## config.mk

```make
export PLATFORM = sky130hd
export DESIGN_NAME = dcache_ctrl
export DESIGN_NICKNAME = d
export VERILOG_FILES = /design/src/rtl/dcache_pkg.sv /design/src/rtl/dcache_array.sv /design/src/rtl/dcache_ctrl.sv
export SDC_FILE = /design/constraint.sdc
export NUM_CORES = 2
export LEC_CHECK = 0
export BUFFER_PORTS_ARGS = -buffer_cell sky130_fd_sc_hd__buf_4
export CAP_MARGIN = 10
export CORE_UTILIZATION = 50
export DETAILED_ROUTE_END_ITERATION = 10
export GPL_TIMING_DRIVEN = 0
export PLACE_DENSITY_LB_ADDON = 0.12
export SETUP_SLACK_MARGIN = 0.4
export SLEW_MARGIN = 40
export SYNTH_ARGS = -nofsm -noshare
export SYNTH_HDL_FRONTEND = slang
export SYNTH_MEMORY_MAX_BITS = 65536
export SYNTH_SLANG_ARGS = --single-unit
```

## constraint.sdc

```tcl
create_clock -name clk_i -period 6.4 [get_ports clk_i]
set_clock_uncertainty 0.2 [all_clocks]
set_input_delay 1.28 -clock clk_i [delete_from_list [all_inputs] [get_ports clk_i]]
set_output_delay 1.28 -clock clk_i [all_outputs]
set_load 0.01 [all_outputs]
```

## src/rtl/dcache_pkg.sv

```systemverilog
// Shared types and address-field helpers for the direct-mapped write-back data cache.
// Pure declarations: no logic, no latency, no flow control.
// Field helpers take the geometry as arguments so every parameterisation can share them.
package dcache_pkg;

    typedef enum logic [1:0] {
        IDLE      = 2'd0,
        WRITEBACK = 2'd1,
        REFILL    = 2'd2,
        FILL      = 2'd3
    } state_t;

    localparam int IDX_W_DEF      = 5;
    localparam int LINE_WORDS_DEF = 4;
    localparam int OFF_W          = $clog2(LINE_WORDS_DEF);
    localparam int TAG_W          = 30 - OFF_W - IDX_W_DEF;
    localparam int LINE_W         = 32 * LINE_WORDS_DEF;

    function automatic logic [31:0] addr_word(input logic [31:0] addr, input int off_w);
        return (addr >> 2) & ((32'd1 << off_w) - 32'd1);
    endfunction

    function automatic logic [31:0] addr_index(input logic [31:0] addr, input int idx_w,
                                               input int off_w);
        return (addr >> (off_w + 2)) & ((32'd1 << idx_w) - 32'd1);
    endfunction

    function automatic logic [31:0] addr_tag(input logic [31:0] addr, input int idx_w,
                                             input int off_w);
        return addr >> (off_w + idx_w + 2);
    endfunction

endpackage

```

## src/rtl/dcache_array.sv

```systemverilog
// Tag/valid/dirty/data storage for the data cache.
// Reads are combinational; line or word writes land on the next clk_i edge.
// No flow control: the controller never issues both writes in one cycle.
module dcache_array
    import dcache_pkg::*;
#(
    parameter  int IDX_W      = IDX_W_DEF,
    parameter  int LINE_WORDS = LINE_WORDS_DEF,
    localparam int OW         = $clog2(LINE_WORDS),
    localparam int TW         = 30 - OW - IDX_W,
    localparam int LW         = 32 * LINE_WORDS
) (
    input  logic             clk_i,
    input  logic             rst_i,
    input  logic [IDX_W-1:0] rd_idx,
    output logic             rd_valid,
    output logic             rd_dirty,
    output logic [TW-1:0]    rd_tag,
    output logic [LW-1:0]    rd_line,
    input  logic             line_we,
    input  logic             word_we,
    input  logic [IDX_W-1:0] wr_idx,
    input  logic [TW-1:0]    wr_tag,
    input  logic [LW-1:0]    wr_line,
    input  logic [OW-1:0]    wr_sel,
    input  logic [31:0]      wr_word
);
    localparam int NL = 1 << IDX_W;

    logic [NL-1:0] valid_q;
    logic [NL-1:0] dirty_q;
    logic [TW-1:0] tag_q  [NL];
    logic [LW-1:0] data_q [NL];

    // Only the status bits need reset; tag and data are meaningless while invalid.
    always_ff @(posedge clk_i or negedge rst_i) begin
        if (!rst_i) begin
            valid_q <= '0;
            dirty_q <= '0;
        end else if (line_we) begin
            valid_q[wr_idx] <= 1'b1;
            dirty_q[wr_idx] <= 1'b0;
        end else if (word_we) begin
            dirty_q[wr_idx] <= 1'b1;
        end
    end

    always_ff @(posedge clk_i) begin
        if (line_we) begin
            tag_q[wr_idx]  <= wr_tag;
            data_q[wr_idx] <= wr_line;
        end else if (word_we) begin
            data_q[wr_idx][{wr_sel, 5'd0} +: 32] <= wr_word;
        end
    end

    assign rd_valid = valid_q[rd_idx];
    assign rd_dirty = dirty_q[rd_idx];
    assign rd_tag   = tag_q[rd_idx];
    assign rd_line  = data_q[rd_idx];

endmodule

```

## src/rtl/dcache_ctrl.sv

```systemverilog
// MEM-stage direct-mapped write-back/write-allocate data cache controller.
// Hits return data combinationally (0 cycles); misses cost refill + memory latency + fill.
// Stalls the pipeline during misses; memory port is req/ack with registered, held requests.
module dcache_ctrl
    import dcache_pkg::*;
#(
    parameter  int IDX_W      = IDX_W_DEF,
    parameter  int LINE_WORDS = LINE_WORDS_DEF,
    localparam int OW         = $clog2(LINE_WORDS),
    localparam int TW         = 30 - OW - IDX_W,
    localparam int LW         = 32 * LINE_WORDS
) (
    input  logic          clk_i,
    input  logic          rst_i,
    input  logic          req_i,
    input  logic          we_i,
    input  logic [31:0]   addr_i,
    input  logic [31:0]   wdata_i,
    output logic [31:0]   rdata_o,
    output logic          stall_o,
    output logic          mem_req_o,
    output logic          mem_we_o,
    output logic [31:0]   mem_addr_o,
    output logic [LW-1:0] mem_wdata_o,
    input  logic          mem_ack_i,
    input  logic [LW-1:0] mem_rdata_i
);
    state_t           state_q, state_d;
    logic [OW-1:0]    req_sel;
    logic [IDX_W-1:0] req_idx, miss_idx_q;
    logic [TW-1:0]    req_tag, miss_tag_q, rd_tag;
    logic             rd_valid, rd_dirty, hit, line_we, word_we;
    logic [LW-1:0]    rd_line, fill_buf_q;

    assign req_sel = OW'(addr_word(addr_i, OW));
    assign req_idx = IDX_W'(addr_index(addr_i, IDX_W, OW));
    assign req_tag = TW'(addr_tag(addr_i, IDX_W, OW));
    assign hit     = req_i & rd_valid & (rd_tag == req_tag);

    dcache_array #(.IDX_W(IDX_W), .LINE_WORDS(LINE_WORDS)) u_array (
        .clk_i    (clk_i),
        .rst_i    (rst_i),
        .rd_idx   (req_idx),
        .rd_valid (rd_valid),
        .rd_dirty (rd_dirty),
        .rd_tag   (rd_tag),
        .rd_line  (rd_line),
        .line_we  (line_we),
        .word_we  (word_we),
        .wr_idx   ((state_q == FILL) ? miss_idx_q : req_idx),
        .wr_tag   (miss_tag_q),
        .wr_line  (fill_buf_q),
        .wr_sel   (req_sel),
        .wr_word  (wdata_i)
    );

    always_ff @(posedge clk_i or negedge rst_i) begin
        if (!rst_i) state_q <= IDLE;
        else        state_q <= state_d;
    end

    always_comb begin
        state_d = state_q;
        case (state_q)
            IDLE:      if (req_i && !hit) state_d = (rd_valid && rd_dirty) ? WRITEBACK : REFILL;
            WRITEBACK: if (mem_ack_i) state_d = REFILL;
            REFILL:    if (mem_ack_i) state_d = FILL;
            FILL:      state_d = IDLE;
            default:   state_d = IDLE;
        endcase
    end

    always_comb begin
        stall_o = req_i & (~hit | (state_q != IDLE));
        rdata_o = '0;
        word_we = 1'b0;
        line_we = (state_q == FILL);
        if (state_q == IDLE && hit) begin
            if (we_i) word_we = 1'b1;
            else      rdata_o = rd_line[{req_sel, 5'd0} +: 32];
        end
    end

    // The miss address is latched so the fill completes even if the request is withdrawn.
    always_ff @(posedge clk_i or negedge rst_i) begin
        if (!rst_i) begin
            mem_req_o   <= 1'b0;
            mem_we_o    <= 1'b0;
            mem_addr_o  <= '0;
            mem_wdata_o <= '0;
            miss_idx_q  <= '0;
            miss_tag_q  <= '0;
            fill_buf_q  <= '0;
        end else begin
            case (state_q)
                IDLE: if (state_d != IDLE) begin
                    miss_idx_q <= req_idx;
                    miss_tag_q <= req_tag;
                    mem_req_o  <= 1'b1;
                    if (state_d == WRITEBACK) begin
                        mem_we_o    <= 1'b1;
                        mem_addr_o  <= {rd_tag, req_idx, {(OW+2){1'b0}}};
                        mem_wdata_o <= rd_line;
                    end else begin
                        mem_we_o    <= 1'b0;
                        mem_addr_o  <= {req_tag, req_idx, {(OW+2){1'b0}}};
                    end
                end
                WRITEBACK: if (mem_ack_i) begin
                    mem_we_o    <= 1'b0;
                    mem_addr_o  <= {miss_tag_q, miss_idx_q, {(OW+2){1'b0}}};
                    mem_wdata_o <= '0;
                end
                REFILL: if (mem_ack_i) begin
                    mem_req_o  <= 1'b0;
                    mem_addr_o <= '0;
                    fill_buf_q <= mem_rdata_i;
                end
                default: ;
            endcase
        end
    end

endmodule

```

==> Word-level counts from Yosys, hierarchy flattened <==
Memories as Yosys holds them, arrays and structs flattened.
Index checks and enable logic that the tools add are counted.
{ "totals": {"ff_bits": 384, "ram_bits": 4832, "in_bits": 197, "output_inout_bits": 195, "wordCells": 349, "n_memories": 2} }
{ "memory_table": {"columns": ["name", "words", "word_bits", "rd", "rd_ports_with_merged_regs", "write_ports", "line", "rtl"], "rows": [
  ["u_array.data_q", 32, 128, 1, 0, 1, "dcache_array.sv:33", "logic [LW-1:0] data_q [NL];"],
  ["u_array.tag_q", 32, 23, 1, 0, 1, "dcache_array.sv:32", "logic [TW-1:0] tag_q [NL];"]
]} }
{ "op_classes": {"addsub": 1, "n_lt_le_gt_ge": 3, "eq_ne": 9, "shifts": 3, "mux": 166, "bitwise": 137, "reduce_logical": 18} }
{ "op_table": {"columns": ["operator", "n"], "rows": [
  ["2-to-1 mux 128 bit", 4],
  ["2-to-1 mux 32 bit", 8],
  ["one-hot mux 128 bit (2 select lines)", 1],
  ["2-to-1 mux 1 bit", 141],
  ["bitwise OR 1 bit", 129],
  ["variable shift 32 x 9 -> 128 bit, first input constant", 1],
  ["indexed part select 128 x 8 -> 32 bit", 1],
  ["indexed part select 32 x 9 -> 128 bit", 1],
  ["one-hot mux 32 bit (3 select lines)", 1],
  ["bitwise OR 32 bit", 2],
  ["AND 32 bit", 1],
  ["NOT 32 bit", 1],
  ["== test 23 bit", 1],
  ["less-than comparator 5 x 6 -> 1 bit, second input constant", 2],
  ["binary-select mux 1 bit (select 5 bit)", 2],
  ["nonzero test 2 bit", 5],
  ["negator 7 -> 9 bit", 1],
  ["2-to-1 mux 2 bit", 4],
  ["one-hot mux 2 bit (4 select lines)", 1],
  ["AND reduction 4 bit", 2],
  ["AND reduction 3 bit", 2],
  ["demux 1 bit (select 5 bit)", 1],
  ["greater-or-equal comparator 5 x 1 -> 1 bit, second input constant", 1],
  ["2-to-1 mux 5 bit", 1],
  ["12 further kinds", 23]
]} }

==> Depth between registers and ports, before layout <==
{ "logic_depth": {"word_depth": 12, "ltp_mapped": 21, "mapped_depth_nobuf": 12} }

==> Hierarchy <==
From an unflattened synthesis, not the netlist that was laid out.
{ "hier_totals": {"hier_cells": 8902, "area_unflattened_um2": 198616.7} }
{ "by_module_without_submodules": {"columns": ["module", "instances", "cells_per_inst", "area_each_um2", "seq_area_each_um2"], "rows": [
  ["dcache_array", 1, 7947, 184882.3, 146700.7],
  ["dcache_ctrl", 1, 955, 13734.4, 7907.6]
]} }

==> Worst setup path before layout <==
OpenSTA, ideal clock, no wires.
{ "synth_path": {"path_type": "input-to-reg", "from": "input port addr_i[4]", "to": "memory u_array.data_q[12][100] in the netlist's numbering (enable)", "setup_ps": 421, "arrival_ps": 5769, "path_slack_ps": 10, "cell_stages": 18, "path_buffers": 7, "path_cell_list": "buf_6 buf_12 buf_8 mux2i_1 a22oi_1 a21oi_1 nor4_1 xor2_1 or4_1 nor3_2 and4_1 buf_4 nand4_1 buf_2 nor2b_1 clkbuf_1 clkbuf_1 nor2_1"} }
{ "synth_between": {"elab_chain_cells": 10, "elab_cells_between_ends": 13} }
{ "synth_lines": {"columns": ["element", "line", "rtl"], "rows": [
  ["start, declared", "dcache_ctrl.sv:17", "input logic [31:0] addr_i,"],
  ["branches (longest 10 deep; another with memory read (32 x 23 bit))", null, null],
  ["end, declared", "dcache_array.sv:33", null]
]} }
Parallel ways; which one is timed is not known. The select of a mux whose other input is x is not followed.

==> Final worst setup path <==
{ "layout_path": {"from": "input port addr_i[7]", "to": "output port rdata_o[6]"} }
{ "layout_between": {"elab_chain_cells": 6, "elab_cells_between_ends": 11} }
{ "layout_lines": {"columns": ["element", "line", "rtl"], "rows": [
  ["branches (longest 5 deep; another with memory read (32 x 128 bit))", null, null],
  ["2-to-1 mux 32 bit (*)", "dcache_ctrl.sv:78", "if (state_q == IDLE && hit) begin"],
  ["end, declared", "dcache_ctrl.sv:19", "output logic [31:0] rdata_o,"]
]} }
Every way passes the cells marked *. The select of a mux whose other input is x is not followed.

==> summary.txt <==
Status
  • Status: finished with violations
  • Failing checks: negative setup slack

STA
  • Period utilisation layout: 106%
  • Worst Max-Slew Pin Slew: 1130 ps
  • Final setup viols: 32
  • Fin Setup TNS: -7760 ps
  • Rel. slew slack: 24.8%
  • Final Worst Setup Slack: -404 ps
  • Fin crit period: 6800 ps
  • WHS: 247 ps
  • Final Hold Fails: 0
  • F_max: 0.147 GHz
  • RSZ-0062 raised after global routing: true
  • Max-slew violations: 0

Setup path
  • CP endpoint kind: output port
  • Crit start category: input pin
  • CP Max Fanout: 10
  • Max incr delay on CP: 560 ps
  • Critical path buffers and inverters: 7
  • WP data required: 4920 ps
  • WP data arrival: 5320 ps
  • CP max stage cell: nor2_4
  • Family with the most delay on the worst path: simple AND/OR/NAND/NOR gates
  • Crit path cell chain: buf_4 > clkbuf_1 > nand2_1 > a211oi_1 > a211oi_4 > buf_12 > xor2_2 > nand4_1 > nor4b_4 > nand4b_1 > buf_6 > buf_12 > clkbuf_16 > nor2_4 > buf_6
  • Setup CP Type: in -> out
  • Worst R2R Setup Slack: 640 ps

Pwr
  • Pwr Total: 90.8 mW
  • Internal power: 65.9 mW
  • Switching Share: 27.5%
  • Power share of the combinational group: 17.2%
  • Cell Pwr Density: 361 mW/mm^2
  • Clock power frac: 33.7%
  • Max IR drop VDD: 0.281 mV
  • Sw Pwr: 24.9 mW
  • Sequential power share: 49.2%
  • LEAKAGE: 83.9 nW

Floorplan
  • CORE AREA: 0.403 mm^2
  • Site Rows: 233
  • Initial Util: 50.2%
  • Die Width: 638 um
  • IO Pins: 392
  • Die area: 0.407 mm^2
  • Die height: 638 um

Drt
  • DR vias: 110676
  • Final ANT Viol Nets: 0
  • Wire per inst: 40.5 um
  • Initial DRC Count: 16747
  • Detailed Routing Iterations Pass 1: 8
  • WL final: 685 mm
  • Vias/cell: 6.54
  • Post-route DRC violation count: 0

Logic synthesis
  • Register area share after synthesis: 76.4%
  • Main synth FF type: edfxtp_1
  • Synth Instances: 9165
  • Synth async-reset ratio: 7.29%
  • Synth warnings: 0
  • Number of synthesized flops with an enable pin: 4832
  • Synth cell types: 73
  • Synthesized area per cell: 22.1 um^2
  • Mapped cell area: 0.202 mm^2
  • Synth Register Bits: 5212

Global route
  • Number of global-route vias before repair: 107976
  • Overflow after GRT: 0
  • First-pass GRT wire length: 913 mm
  • Largest net degree at the start of global routing: 83
  • Initial antenna violation count: 61
  • GRT Util Overall: 33.4%

Final layout
  • Fill count: 26969
  • Area Growth Syn to Fin: 24.5%
  • Final Util: 62.5%
  • Cell Count, Final, Fillers Out: 16926
  • Share of cells above drive strength 1: 40.2%
  • Final instance area: 0.252 mm^2
  • Nets: 11239
  • Most common cell after layout, fill and taps aside: edfxtp_1
  • Most frequent cells in the layout: 4832 x edfxtp_1, 1399 x mux4_2, 667 x buf_4

Clock network
  • CTS tree: built
  • TritonCTS buffer count: 544
  • CTS max path bufs: 4
  • Clock Pin Slew Worst Setup and Hold Paths: 60 ps
  • Clock Root Buffer: clkbuf_16
  • H-tree depth: 6
  • Clk Latency, worst-skew pair: 1060 ps
  • CTS Sinks: 5212

Worst hold path
  • Worst hold path type: in -> reg

Placement
  • DP Area: 0.226 mm^2
  • Post-place setup slack: -2830 ps
  • Dpl cells: 15481
  • Placer Congestion: 0.935
  • Dpl hpwl: 476 mm
  • PortBufs: 383

Job
  • Max_cap viols: 0
layout make-up:
| cell class | instances | area [um^2] | area share, % |
|---|---|---|---|
| sequential | 5212 | 155000 | 61.4 |
| multi-input combinational | 3369 | 49500 | 19.7 |
| timing repair buffer | 1318 | 17900 | 7.11 |
| clock buffer | 725 | 14600 | 5.81 |
| tap | 5405 | 6760 | 2.69 |
| buffer | 536 | 5580 | 2.22 |
| clock inverter | 241 | 2290 | 0.911 |
| inverter | 51 | 272 | 0.108 |
| antenna | 69 | 173 | 0.0686 |
sequential cells by signal, summed over array words and instances, names as in the netlist, named ones only:
register and count:
miss_tag_q 23, u_array.valid_q 32, mem_we_o 1, mem_req_o 1
fill_buf_q 128, u_array.data_q 4096, mem_addr_o 28, miss_idx_q 5
u_array.tag_q 736, mem_wdata_o 128, state_q 2
worst paths after layout:
| check | cells past startpoint | end | start |
|---|---|---|---|
| max | 15 | rdata_o[6] | addr_i[7] |
| min in group asynchronous | 2 | mem_wdata_o[106] | rst_i |
| min reg2reg | 1 | u_array.valid_q[22] | u_array.valid_q[22] |
| max in group asynchronous | 5 | fill_buf_q[43] | rst_i |
| min | 2 | fill_buf_q[86] | mem_rdata_i[86] |
| max reg2reg | 17 | u_array.data_q[21][124] | u_array.tag_q[7][12] |
synthesized netlist by cell type (all sizes together), types with 3 or more instances:
library cell  count  area share, %
o32ai             3          0.013
o21ai           185           0.46
a22o              3          0.013
and3             16          0.049
mux2i           397            2.0
a221oi            6          0.026
nand2b           36           0.11
o311ai            6          0.026
xnor2             9          0.039
a21oi            38          0.094
nor3b             4          0.015
o31ai             9          0.033
mux2            169           0.94
o211ai           15          0.056
o2111ai           3          0.013
nor3             10          0.027
edfxtp         4832             72
clkbuf          304           0.56
buf             232           0.64
or2               6          0.019
inv              50          0.094
nand3            87           0.22
a22oi           108           0.40
mux4           1399             16
dfrtp           380            4.7
a211oi           14          0.052
and2              3         0.0093
a31oi             6          0.019
a311oi            4          0.017
nor2b            17          0.053
nor4b             3          0.016
nand4            23          0.071
ha               10          0.062
nand2           399           0.74
a32o              3          0.015
xor2             12          0.052
o2bb2ai         128           0.55
o22a              3          0.013
nor2            204           0.38
cells by family after synthesis:
kind of cell	after synthesis	share of synthesized area, %
buffers and inverters	587	1.30
other	1	0.00185
AO/OA/AOI/OAI	550	1.88
multiplexers	1965	18.5
XOR/XNOR	21	0.0909
adder cells (fa/ha/maj)	10	0.0619
AND/OR/NAND/NOR	819	1.75
flip-flops	5212	76.4
power groups by stage:
stage / clock network (mW) / registers (mW) / logic, mW
finish: 30.6 / 44.6 / 15.6
global route: 32.0 / 44.7 / 16.1
CTS: 30.7 / 44.6 / 15.0
detailed placement: 0 / 45.3 / 14.3
global placement: 0 / 45.7 / 11.0
floorplan: 0 / 44.9 / 6.13
metal layers:
| layer | vias to the layer above | part of all wire (%) | track usage [%] |
|---|---|---|---|
| met5 | - | 0.013 | 0.213 |
| met4 | 12 | 8.1 | 22.9 |
| met3 | 1608 | 12 | 9.52 |
| met2 | 7554 | 45 | 49.3 |
| met1 | 59140 | 35 | 43.5 |
| li1 | 42362 | - | - |
repair_timing:
action	in CTS	in global routing
gates cloned	19	9
buffers inserted	204	176
resized for setup	839	160
endpoints found under the hold margin	54	0
hold buffers	1	0
pin swaps	44	48
setup endpoints to repair	8464	2316
No activity file was read; power rests on OpenSTA's default activity.
